[src/rtl/wave_sequencer_if.sv]
// Control, configuration and wave-ROM address bundle for wave_sequencer.
// The master drives requests and playlist writes; the slave drives the ROM address and status.
interface wave_sequencer_if #(
    parameter int DIV_W = 12,
    parameter int CYC_W = 8
);
    logic                      start;
    logic                      stop;
    logic                      loop_mode;
    logic                      cfg_we;
    logic [1:0]                cfg_addr;
    logic [2+DIV_W+CYC_W-1:0]  cfg_data;
    logic [3:0]                sig_addr;
    logic [1:0]                wave_sel;
    logic                      sample_stb;
    logic [1:0]                entry_idx;
    logic                      busy;
    logic                      done;

    modport master (
        output start, stop, loop_mode, cfg_we, cfg_addr, cfg_data,
        input  sig_addr, wave_sel, sample_stb, entry_idx, busy, done
    );

    modport slave (
        input  start, stop, loop_mode, cfg_we, cfg_addr, cfg_data,
        output sig_addr, wave_sel, sample_stb, entry_idx, busy, done
    );
endinterface

[src/rtl/wave_sequencer.sv]
// 4-entry playlist sequencer stepping a 16-sample wave ROM address at a per-entry rate.
// Optional macro WAVE_SEQ_LOOP_EN: loop_mode replays the playlist instead of finishing.
module wave_sequencer #(
    parameter int DIV_W = 12,
    parameter int CYC_W = 8
) (
    input  logic            clk_50,
    input  logic            rst_key0,
    wave_sequencer_if.slave bus
);
    localparam int EW = 2 + DIV_W + CYC_W;

    typedef enum logic [1:0] {S_IDLE, S_LOAD, S_RUN, S_DONE} state_t;

    state_t           r_state;
    logic [EW-1:0]    r_tab [4];
    logic [1:0]       r_idx;
    logic [1:0]       r_wsel;
    logic [DIV_W-1:0] r_div;
    logic [DIV_W-1:0] r_dcnt;
    logic [CYC_W-1:0] r_cyc;
    logic [CYC_W-1:0] r_pcnt;
    logic [3:0]       r_addr;
    logic             r_busy;
    logic             r_done;

    logic [DIV_W-1:0] w_div_m1;
    logic             w_tick;
    logic             w_wrap_end;
    logic             w_adv;
    logic             w_abort;
    logic             w_loop;
    logic             w_last;
    logic [1:0]       w_nidx;
    logic [EW-1:0]    w_nent;

    // div=0 ticks every cycle, same as div=1
    assign w_div_m1   = (r_div == '0) ? '0 : r_div - DIV_W'(1);
    assign w_tick     = (r_state == S_RUN) && (r_dcnt == w_div_m1);
    assign w_wrap_end = w_tick && (r_addr == 4'hF) && (r_pcnt == r_cyc - CYC_W'(1));
    assign w_abort    = bus.stop && ((r_state == S_LOAD) || (r_state == S_RUN));
    assign w_adv      = ((r_state == S_LOAD) && (r_cyc == '0)) || w_wrap_end;
    assign w_nidx     = r_idx + 2'd1;
    assign w_nent     = r_tab[w_nidx];

`ifdef WAVE_SEQ_LOOP_EN
    assign w_loop = bus.loop_mode;
`else
    logic w_unused_loop;
    assign w_loop        = 1'b0;
    assign w_unused_loop = bus.loop_mode;
`endif

    assign w_last = (r_idx == 2'd3) && !w_loop;

    always_ff @(posedge clk_50) begin
        if (rst_key0) begin
            r_state <= S_IDLE;
            for (int i = 0; i < 4; i++) r_tab[i] <= '0;
            r_idx   <= '0;
            r_wsel  <= '0;
            r_div   <= '0;
            r_dcnt  <= '0;
            r_cyc   <= '0;
            r_pcnt  <= '0;
            r_addr  <= '0;
            r_busy  <= 1'b0;
            r_done  <= 1'b0;
        end else begin
            r_done <= 1'b0;
            if (bus.cfg_we && (r_state == S_IDLE))
                r_tab[bus.cfg_addr] <= bus.cfg_data;

            if (w_abort) begin
                r_state <= S_IDLE;
                r_busy  <= 1'b0;
                r_addr  <= '0;
                r_dcnt  <= '0;
                r_pcnt  <= '0;
            end else if (w_adv) begin
                // Entry finished or skipped: next entry, or finish the playlist
                if (w_last) begin
                    r_state <= S_DONE;
                    r_busy  <= 1'b0;
                    r_done  <= 1'b1;
                end else begin
                    r_state <= S_LOAD;
                    r_idx   <= w_nidx;
                    {r_wsel, r_div, r_cyc} <= w_nent;
                    r_dcnt  <= '0;
                    r_pcnt  <= '0;
                    r_addr  <= '0;
                end
            end else begin
                case (r_state)
                    S_IDLE: begin
                        if (bus.start && !bus.stop) begin
                            r_state <= S_LOAD;
                            r_busy  <= 1'b1;
                            r_idx   <= '0;
                            {r_wsel, r_div, r_cyc} <= r_tab[0];
                            r_dcnt  <= '0;
                            r_pcnt  <= '0;
                            r_addr  <= '0;
                        end
                    end
                    S_LOAD: r_state <= S_RUN;
                    S_RUN: begin
                        if (w_tick) begin
                            r_dcnt <= '0;
                            r_addr <= r_addr + 4'd1;
                            if (r_addr == 4'hF) r_pcnt <= r_pcnt + CYC_W'(1);
                        end else begin
                            r_dcnt <= r_dcnt + DIV_W'(1);
                        end
                    end
                    S_DONE: r_state <= S_IDLE;
                    default: r_state <= S_IDLE;
                endcase
            end
        end
    end

    assign bus.sig_addr   = r_addr;
    assign bus.wave_sel   = r_wsel;
    assign bus.sample_stb = w_tick && !bus.stop;
    assign bus.entry_idx  = r_idx;
    assign bus.busy       = r_busy;
    assign bus.done       = r_done;
endmodule

[src/flat_wrapper.sv]
// flat-port wrapper written by rule: the top's interface ports become plain ports
module wave_sequencer_flat 
#(
    parameter int DIV_W = 12,
    parameter int CYC_W = 8
)
  (clk_50, rst_key0, bus_start, bus_stop, bus_loop_mode, bus_cfg_we, bus_cfg_addr, bus_cfg_data, bus_sig_addr, bus_wave_sel, bus_sample_stb, bus_entry_idx, bus_busy, bus_done);
  wave_sequencer_if #(.DIV_W(DIV_W), .CYC_W(CYC_W)) bus_i ();
  input  logic clk_50;
  input  logic rst_key0;
  input wire logic [$bits(bus_i.start)-1:0] bus_start;
  input wire logic [$bits(bus_i.stop)-1:0] bus_stop;
  input wire logic [$bits(bus_i.loop_mode)-1:0] bus_loop_mode;
  input wire logic [$bits(bus_i.cfg_we)-1:0] bus_cfg_we;
  input wire logic [$bits(bus_i.cfg_addr)-1:0] bus_cfg_addr;
  input wire logic [$bits(bus_i.cfg_data)-1:0] bus_cfg_data;
  output wire logic [$bits(bus_i.sig_addr)-1:0] bus_sig_addr;
  output wire logic [$bits(bus_i.wave_sel)-1:0] bus_wave_sel;
  output wire logic [$bits(bus_i.sample_stb)-1:0] bus_sample_stb;
  output wire logic [$bits(bus_i.entry_idx)-1:0] bus_entry_idx;
  output wire logic [$bits(bus_i.busy)-1:0] bus_busy;
  output wire logic [$bits(bus_i.done)-1:0] bus_done;
  assign bus_i.start = bus_start;
  assign bus_i.stop = bus_stop;
  assign bus_i.loop_mode = bus_loop_mode;
  assign bus_i.cfg_we = bus_cfg_we;
  assign bus_i.cfg_addr = bus_cfg_addr;
  assign bus_i.cfg_data = bus_cfg_data;
  assign bus_sig_addr = bus_i.sig_addr;
  assign bus_wave_sel = bus_i.wave_sel;
  assign bus_sample_stb = bus_i.sample_stb;
  assign bus_entry_idx = bus_i.entry_idx;
  assign bus_busy = bus_i.busy;
  assign bus_done = bus_i.done;
  wave_sequencer #(.DIV_W(DIV_W), .CYC_W(CYC_W)) u_core (.clk_50(clk_50), .rst_key0(rst_key0), .bus(bus_i));
endmodule
[config.mk]
export PLATFORM = sky130hd
export DESIGN_NAME = wave_sequencer_flat
export DESIGN_NICKNAME = d
export VERILOG_FILES = /design/src/rtl/wave_sequencer_if.sv /design/src/rtl/wave_sequencer.sv /design/src/flat_wrapper.sv
export SDC_FILE = /design/constraint.sdc
export NUM_CORES = 1
export LEC_CHECK = 0
export ABC_CLOCK_PERIOD_IN_PS = 10600
export BUFFER_PORTS_ARGS = -buffer_cell sky130_fd_sc_hd__buf_4
export CORE_MARGIN = 3
export CORE_UTILIZATION = 50
export CTS_CLUSTER_SIZE = 25
export DETAILED_ROUTE_END_ITERATION = 10
export GPL_ROUTABILITY_DRIVEN = 0
export HOLD_SLACK_MARGIN = 0.06
export PLACE_DENSITY = 0.67
export SLEW_MARGIN = 30
export SYNTH_ARGS = -nofsm -noshare
export SYNTH_HDL_FRONTEND = slang
export SYNTH_SLANG_ARGS = --single-unit
[constraint.sdc]
create_clock -name clk_50 -period 10.6 [get_ports clk_50]
set_clock_uncertainty 0.2 [all_clocks]
set_input_delay 0.53 -clock clk_50 [delete_from_list [all_inputs] [get_ports clk_50]]
set_output_delay 0.53 -clock clk_50 [all_outputs]
set_load 0.02 [all_outputs]
Yosys cells after proc, flatten, opt, wreduce, memory -nomap -nowiden. Memories as Yosys holds them, arrays and structs flattened. Cells that the tools add are included.

RAM bits: 88. Input port bits: 30. Latch bits: 0. Output and inout bits: 11. Bits in read-only memories: 0. Memories kept: 1. Register bits: 52.

Bitwise gates (word level): 2. Reductions and logical operators: 27. Magnitude comparators: 0. Add/subtract/negate cells: 6. Div/mod/pow operators: 0. Multiplexer cells: 50. Shift-type cells: 0. Multiply operators: 0. Equal/unequal tests: 12.

Memory list: u_core.r_tab (words 4, bits a word 22, rd ports 2, clocked after memory_dff 0, wr ports 4, line wave_sequencer.sv:16) `logic [EW-1:0] r_tab [4];`.

Operator list (number): $mux 12 (9); $mux 8 (9); $mux 2 (12); $pmux 12 s2 (1); $mux 22 (1); $reduce_or 22->1 (1); $mux 4 (4); $pmux 8 s2 (1); $add 12x1->12 const B (1); $eq 12x12->1 (1); $logic_not 12->1 (1); $sub 12x1->12 const B (1); $mux 1 (11); $add 8x1->8 const B (1); $eq 8x8->1 (1); $logic_and 1x1->1 (8); $logic_not 8->1 (1); $pmux 4 s2 (1); $reduce_and 4->1 (2); $sub 8x1->8 const B (1); $eq 2x2->1 const B (3); $ne 3x2->1 const B (2); $pmux 2 s3 (1); $reduce_and 3->1 (2); other kinds (17) (21).

Logic depth before layout (Yosys ltp). Gate-level depths: netlist of run 1.

Depth in word-level cells: 9. Gate-level depth with buffers: 15.

Worst setup path after synthesis of run 1. Ideal clock, no wire load.

Path type: flip-flop to flip-flop. From: reg u_core.r_div[4]. To: reg u_core.r_wsel[0], in the netlist u_core.bus.wave_sel[0]. Period minus slack after synthesis: 3574 ps. Library setup time: 95 ps. Data arrival time: 3278 ps. Stages on the path, launching flop included: 13. Path slack: 7026 ps. Path through: dfxtp_1 clkbuf_1 or4_1 nor4_1 a21oi_1 xnor2_1 a2111o_1 nor4_4 nor2_1 buf_2 buf_2 mux2i_1 a221oi_1.

Longest elaborated chain between the ends: 9. Elaborated cells between the ends (all ways): 13. Classes of those cells: add/sub (1); eq/ne (2); mux (2); reduce/logical (8).

Ends and longest elaborated chain: from (decl) (line wave_sequencer.sv:19) `logic [DIV_W-1:0] r_div;`; from (signal assigned) (line wave_sequencer.sv:89) `{r_wsel, r_div, r_cyc} <= w_nent;`; from (signal assigned) (line wave_sequencer.sv:101) `{r_wsel, r_div, r_cyc} <= r_tab[0];`; $sub 12x1->12 or $logic_not 12->1 (tied branches) (line wave_sequencer.sv:38) `assign w_div_m1 = (r_div == '0) ? '0 : r_div - DIV_W'(1);`; $mux 12 * (line wave_sequencer.sv:38); $eq 12x12->1 * (line wave_sequencer.sv:39) `assign w_tick = (r_state == S_RUN) && (r_dcnt == w_div_m1);`; $logic_and 1x1->1 * (line wave_sequencer.sv:39); $logic_and 1x1->1 * (2 in a row) (line wave_sequencer.sv:40) `assign w_wrap_end = w_tick && (r_addr == 4'hF) && (r_pcnt == r_cyc - CYC_W'(1));`; $logic_or 1x1->1 * (line wave_sequencer.sv:42) `assign w_adv = ((r_state == S_LOAD) && (r_cyc == '0)) || w_wrap_end;`; $ne 2x2->1 (no line) or $reduce_bool 2->1 (tied branches); $reduce_and 4->1 (no line); to (signal assigned) (line wave_sequencer.sv:89); to (signal assigned) (line wave_sequencer.sv:101); to (decl) (line wave_sequencer.sv:18) `logic [1:0] r_wsel;`.

Every way passes the cells marked *; elsewhere a longest branch is shown, timed or not. A chain may end at the register's enable or synchronous reset.

Final worst setup path of run 1.
From: reg u_core.r_div[0]. To: reg u_core.r_cyc[5].

Longest elaborated chain between the ends: 9. Elaborated cells between the ends (all ways): 13. Classes of those cells: add/sub (1); eq/ne (2); mux (2); reduce/logical (8).

Ends and longest elaborated chain: $sub 12x1->12 or $logic_not 12->1 (tied branches) (line wave_sequencer.sv:38); $mux 12 * (line wave_sequencer.sv:38); $eq 12x12->1 * (line wave_sequencer.sv:39); $logic_and 1x1->1 * (line wave_sequencer.sv:39); $logic_and 1x1->1 * (2 in a row) (line wave_sequencer.sv:40); $logic_or 1x1->1 * (line wave_sequencer.sv:42); $ne 2x2->1 (no line) or $reduce_bool 2->1 (tied branches); $reduce_and 4->1 (no line); to (signal assigned) (line wave_sequencer.sv:89); to (signal assigned) (line wave_sequencer.sv:101); to (decl) (line wave_sequencer.sv:21) `logic [CYC_W-1:0] r_cyc;`.

Marks and branches as above.

==> flow_metrics.py, run 1 <==
metrics = {
    "floorplanning": {
        "dieHeight_um": 128.2,
        "die_w_um": 128.2,
        "start_util": 0.5115,
        "num_rows": 44,
        "coreArea_um2": 14590,
        "io-pin-count": 41,
        "dieArea_um2": 16430,
    },
    "worst_setup_path": {
        "reg2reg_from": "u_core.r_div[0]",
        "worst_r2r_path_depth": 12,
        "critPathLaunchType": "flip-flop",
        "arrival_ns": 4.51,
        "crit_slowest_cell": "nand2b_1",
        "startpoint": "u_core.r_div[0]",
        "critPathMaxStageDelay_ns": 0.56,
        "critPathMaxFanout": 24,
        "critPathKind": "reg -> reg",
        "worstPathCellList": "inv_1 -> ha_1 -> or3b_2 -> nor4_1 -> a21oi_1 -> xnor2_1 -> a2111o_1 -> nor4_4 -> nor3_2 -> buf_4 -> nand2b_1 -> a221oi_1",
        "crit_required_ns": 10.70,
        "cp-end-kind": "flip-flop",
    },
    "final_layout": {
        "layout_commonest_cell": "and2_1",
        "seq_area_um2": 3687,
        "drive_above_1_share": 0.1763,
        "area_growth_syn_to_layout_pct": 13.93,
        "fillCellCount": 1180,
        "multi_input_area_um2": 3551,
        "final_cell_mix": "91 x and2_1, 88 x edfxtp_1, 51 x dfxtp_1",
        "final_nets": 736,
        "n_antenna_cell": 0,
    },
    "clock_tree": {
        "cts_resized": 0,
        "clk_pin_slew_worst_paths_ns": 0.06,
        "ctsLongestPathBuffers": 2,
        "cts_setup_buffers": 0,
        "h-tree-depth": 4,
        "cts_sinks": 140,
        "cts_made_buffers": 17,
        "cts_hold_buf": 0,
        "cts_tree": "yes",
        "cts_root_buffer": "clkbuf_16",
        "clk_latency_ns": 0.42,
    },
    "synth": {
        "synth_area_leader_cell": "edfxtp_1",
        "synthArstFlopShare": 0,
        "synth_ff_type": "edfxtp_1",
        "ys_types": 62,
        "syn_inst": 675,
        "synth_compound_area_frac": 0.1145,
        "synth_xor_area_frac": 0.02230,
        "synth_nets": 715,
        "muxShareOfSynthArea": 0.1068,
        "synth_fa_ha_area_frac": 0.01677,
        "syn_area_um2": 7462,
        "ys_seq_area_frac": 0.4936,
        "synth_area_leaders": "edfxtp_1 35%, dfxtp_1 14%, and2_1 7.6%",
        "synth_edf_count": 88,
        "ys_warn_count": 0,
        "synth.top_cell.area_share": 0.3541,
        "post_synth.cell_area_avg_um2": 11.06,
        "synth_top_family_by_area": "simple AND/OR/NAND/NOR gates",
        "synth_simple_gate_area_frac": 0.2114,
        "ys_ff_latch": 140,
    },
    "global_route": {
        "first_global_vias": 5259,
        "grt_pass1_wl_mm": 27.45,
        "antenna_found_initial": 0,
        "grt_max_degree": 35,
        "overflow": 0,
        "track_usage": 0.2136,
    },
    "place": {
        "numPortBuffers": 39,
        "dpl.hpwl_mm": 11.02,
    },
    "route": {
        "ant_nets": 0,
        "drt_iter0_drc": 428,
        "detail_route.first_pass.iterations": 5,
        "totalWireLength_mm": 17.01,
        "vias": 5469,
        "drt-wirelength-per-cell_um": 19.05,
        "drc": 0,
        "viasPerCell": 6.124,
    },
    "timing": {
        "finalCritPeriodShare": 0.4156,
        "maxSlewViolCount": 0,
        "whs_ns": 0.2015,
        "rsz0062_at_grt": "false",
        "worstMarginPinSlew_ns": 0.9364,
        "setup_viol": 0,
        "relSlewSlack": 0.3750,
        "hold_violations": 0,
        "finalSetupTns_ns": 0,
        "fin_crit_ns": 4.405,
        "max_clock_freq_mhz": 227.0,
    },
    "pwr": {
        "p_leak_nw": 3.181,
        "power_density_nw_per_um2": 247.8,
        "power.total_mw": 2.107,
        "vdd_ir_drop_max_mv": 0.1274,
    },
    "job": {
        "maxCapViolCount": 0,
    },
    "hold_path": {
        "min_path_cells": 2,
        "hp-start": "bus_cfg_data[17]",
        "hold_class": "in -> reg",
    },
    "status": {
        "status": "completed",
    },
}
-- critical path, delay by kind of cell (launching register included) --
kind            cells  cell delay (ns)
buf+inv             2             0.31
compound gates      3             1.07
fa+ha+maj           1             0.19
flops               1             0.37
simple gates        5             1.97
xor+xnor            1             0.15
-- layout make-up --
class                      instances  share of cell area
inverter                          15            0.006623
sequential                       140              0.4337
clock buffer                      17             0.05004
tap                              184             0.02708
multi-input combinational        473              0.4177
clock inverter                    15             0.02163
timing repair buffer              49             0.04327
-- flip-flops by register name, summed over array words and instances, names as in the netlist --
signal	cells
u_core.r_dcnt	12
u_core.r_pcnt	8
u_core.r_state	2
u_core.r_tab	88
u_core.r_cyc	8
u_core.bus.wave_sel	2
u_core.bus.sig_addr	4
u_core.bus.done	1
u_core.r_div	12
u_core.bus.busy	1
u_core.bus.entry_idx	2
-- stage by stage --
step	instance area, um^2	utilization	worst slack, ns	cells
global route	8502	0.5828	5.845	893
finish	8502	0.5828	6.195	893
CTS	8494	0.5822	6.216	893
detailed placement	7885	0.5405	6.248	861
floorplan	7462	-	7.026	675
global placement	7881	0.5402	6.421	861
-- path summary, 6_finish.rpt --
path | endpoint | slack [ns]
setup / recovery | u_core.r_cyc[5] | 6.20
hold / removal | u_core.r_tab[3][17] | 0.20
setup reg to reg | u_core.r_cyc[5] | 6.20
hold reg to reg | u_core.bus.sig_addr[1] | 0.30
-- layer usage --
| metal | global-route usage | routed length (um) | part of all wire |
|---|---|---|---|
| met4 | 0.07740 | 177 | 0.010 |
| met1 | 0.2843 | 7444 | 0.44 |
| met2 | 0.3503 | 8504 | 0.50 |
| met3 | 0.04000 | 888 | 0.052 |
| met5 | 0 | 0 | 0 |
-- cells by family after synthesis --
kind of cell / count (synthesis)
XOR/XNOR: 19
AO/OA/AOI/OAI: 121
multiplexers: 52
AND/OR/NAND/NOR: 271
buffers and inverters: 62
flip-flops: 140
adder cells (fa/ha/maj): 10
-- synth_stat cells, types with 3 or more instances --
library cell,n
and2_1,91
edfxtp_1,88
dfxtp_1,52
nor2_1,46
clkbuf_1,35
a21oi_1,32
mux2i_1,29
nand2_1,25
a221oi_1,22
mux4_2,22
nand3_1,21
o21ai_0,19
nor3_1,16
inv_1,15
xnor2_1,13
or4_1,12
nand4_1,11
ha_1,10
nand2b_1,10
o31ai_1,9
buf_2,8
a211oi_1,7
and3_1,7
xor2_1,6
a2111o_1,5
or2_2,5
o2111ai_1,4
a311oi_1,3
nand3b_1,3
nand4b_1,3
nor4_1,3
or3_1,3
-- report_power, final --
| group | switching, mW | internal, mW | leakage [nW] |
|---|---|---|---|
| clock | 0.242 | 0.375 | 0.299 |
| sequential | 0.0929 | 0.659 | 1.34 |
| combinational | 0.425 | 0.313 | 1.54 |
| total | 0.760 | 1.35 | 3.18 |
Note: power is estimated with default switching activity, not from simulation.
==> run 2, diff against run 1 <==
ABC_CLOCK_PERIOD_IN_PS = 4000   (was 10600)
PLACE_DENSITY = 0.7   (was 0.67)
clock period = 4 ns   (was 10.6 ns; I/O delays follow)
==> run 2 against run 1 <==
Compared with the run above: sequential share of layout area down 1.7 points; clock power grew to 2.6 times the previous value; combinational power rose to 2.8 times the previous value; power increased to 2.7 times the previous value; utilization up 2.3 points; clock-buffer cell count rose by 1; global-route usage rose by 1.1 points; setup slack lost 6.0 ns; non-clock buffer count is 34 higher; design area up 3.9%; largest cell class unchanged; highest routed layer unchanged.
==> flow_metrics.py, run 2 (synthesis gave the netlist of run 1 again) <==
metrics = {
    "timing": {
        "worstMarginPinSlew_ns": 0.9231,
        "max_clock_freq_mhz": 264.0,
        "hold_violations": 0,
        "relSlewSlack": 0.3846,
        "maxSlewViolCount": 0,
        "setup_viol": 0,
        "fin_crit_ns": 3.788,
        "whs_ns": 0.1211,
        "finalCritPeriodShare": 0.9470,
    },
    "route": {
        "wl_met2_mm": 8.991,
        "drt-met1-wl_mm": 7.578,
        "totalWireLength_mm": 17.66,
        "drc": 0,
        "ant_nets": 0,
        "vias": 5647,
        "dr.max_layer_used": "met4",
        "wl_met3_um": 801,
        "detail_route.first_pass.iterations": 5,
        "drt_iter0_drc": 523,
        "viasPerCell": 6.092,
        "drt-wirelength-per-cell_um": 19.05,
    },
    "place": {
        "placedCellCount": 870,
        "numPortBuffers": 39,
        "placed_area_um2": 7958,
        "dpl.hpwl_mm": 11.53,
    },
    "floorplanning": {
        "start_util": 0.5115,
        "dieArea_um2": 16430,
        "coreArea_um2": 14590,
        "num_rows": 44,
        "die_w_um": 128.2,
        "dieHeight_um": 128.2,
        "io-pin-count": 41,
    },
    "worst_setup_path": {
        "rr_endpoint": "u_core.r_div[0]",
        "startpoint": "u_core.r_div[2]",
        "endpoint": "u_core.r_div[0]",
        "critPathKind": "reg -> reg",
        "reg2reg_from": "u_core.r_div[2]",
        "cp-end-kind": "flip-flop",
        "rrSetupSlack_ns": 0.21,
        "arrival_ns": 3.87,
        "cp_common_cell": "or4_1",
        "worstPathCellList": "or4_1 -> nand3b_1 -> or4_1 -> o2111ai_1 -> a21o_1 -> nor4_4 -> buf_4 -> nor2_4 -> buf_12 -> mux2i_1 -> a221oi_1",
        "crit_required_ns": 4.09,
        "critPathMaxFanout": 20,
        "worst_r2r_path_depth": 11,
        "critPathMaxStageDelay_ns": 0.63,
        "critPathLaunchType": "flip-flop",
        "crit_slowest_cell": "or4_1",
    },
    "final_layout": {
        "final_nets": 770,
        "finalInstanceArea_um2": 8836,
        "finalNonFillerCells": 927,
        "area_growth_syn_to_layout_pct": 18.41,
        "layout_commonest_cell": "and2_1",
        "fillCellCount": 1142,
        "top_register": "u_core.r_tab",
        "largest_register_ff_count": 88,
        "final_cell_mix": "91 x and2_1, 88 x edfxtp_1, 58 x buf_4",
        "n_antenna_cell": 0,
        "final_util": 0.6057,
        "largest_registers": "u_core.r_tab (88), u_core.r_dcnt (12), u_core.r_div (12)",
        "drive_above_1_share": 0.1830,
    },
    "pwr": {
        "internal_power_mw": 3.580,
        "seq_power_share": 0.347,
        "swShare": 0.3637,
        "p_leak_nw": 3.339,
        "pwr-share-clk": 0.284,
        "pwr-share-comb": 0.369,
        "vdd_ir_drop_max_mv": 0.4050,
        "p_switching_mw": 2.046,
        "power_density_nw_per_um2": 636.7,
    },
    "global_route": {
        "first_global_vias": 5647,
        "overflow": 0,
        "antenna_found_initial": 0,
        "grt_pass1_wl_mm": 28.84,
        "track_usage": 0.2249,
        "grt_max_degree": 35,
    },
    "job": {
        "maxCapViolCount": 0,
    },
    "clock_tree": {
        "clk_latency_ns": 0.42,
        "cts_root_buffer": "clkbuf_16",
        "cts_made_buffers": 17,
        "clk_pin_slew_worst_paths_ns": 0.06,
        "cts_sinks": 140,
        "h-tree-depth": 4,
        "ctsLongestPathBuffers": 2,
        "cts_tree": "yes",
    },
    "hold_path": {
        "hp-start": "bus_start",
        "hold_class": "in -> reg",
    },
    "status": {
        "status": "completed",
    },
}
==> run 2: power by group through the flow <==
| stage | logic, mW | registers, mW | clock network (mW) |
|---|---|---|---|
| CTS | 2.03 | 1.95 | 1.62 |
| global route | 2.29 | 1.98 | 1.69 |
| detailed placement | 2.00 | 1.98 | 0 |
| finish | 2.07 | 1.95 | 1.60 |
| global placement | 1.94 | 1.96 | 0 |
| floorplan | 1.58 | 1.90 | 0 |
==> run 2: repair_timing <==
| item | 4_1_cts | 5_1_grt |
|---|---|---|
| hold endpoints to repair | 111 | 0 |
| hold buffers | 24 | 0 |
| setup endpoints to repair | 0 | 43 |
| resized for setup | 0 | 6 |
| buffers inserted | 0 | 1 |
==> run 2: worst min path at each step <==
stage | to | depth (start not counted)
final | u_core.bus.entry_idx[1] | 4
after global routing | u_core.bus.entry_idx[1] | 4
after CTS | u_core.bus.entry_idx[1] | 4
after detailed placement | u_core.r_tab[1][8] | 2
after global placement | u_core.r_tab[2][13] | 2
after floorplan | u_core.bus.entry_idx[1] | 2
==> run 2: metrics by stage <==
stage / setup slack (ns) / setup TNS [ns] / total power, mW
final: 0.2118 / 0 / 5.626
after global routing: -0.007876 / -0.01067 / 5.959
after CTS: 0.03089 / 0 / 5.599
after detailed placement: 0.05873 / 0 / 3.974
after global placement: 0.1839 / 0 / 3.900
after floorplan: 0.4262 / 0 / 3.483
==> run 2: area by class of cell <==
class | instances | area, um^2 | area share
clock buffer | 18 | 439.2 | 0.04970
clock inverter | 14 | 156.4 | 0.01770
tap | 184 | 230.2 | 0.02605
multi-input combinational | 473 | 3573 | 0.4044
timing repair buffer | 83 | 695.7 | 0.07873
inverter | 15 | 56.30 | 0.006372
sequential | 140 | 3685 | 0.4170
==> run 2: worst max-delay path: cells and delay by family (launching register included) <==
family | cells | cell delay (ns)
flip-flops | 1 | 0.39
AO/OA/AOI/OAI | 3 | 0.51
buffers and inverters | 2 | 0.41
AND/OR/NAND/NOR | 5 | 1.79
multiplexers | 1 | 0.36
==> run 2: routing by layer <==
metal,global-route usage,vias up
met4,0.08427,0
met2,0.3799,154
li1,-,2676
met3,0.04333,30
met1,0.2877,2787
met5,0,-
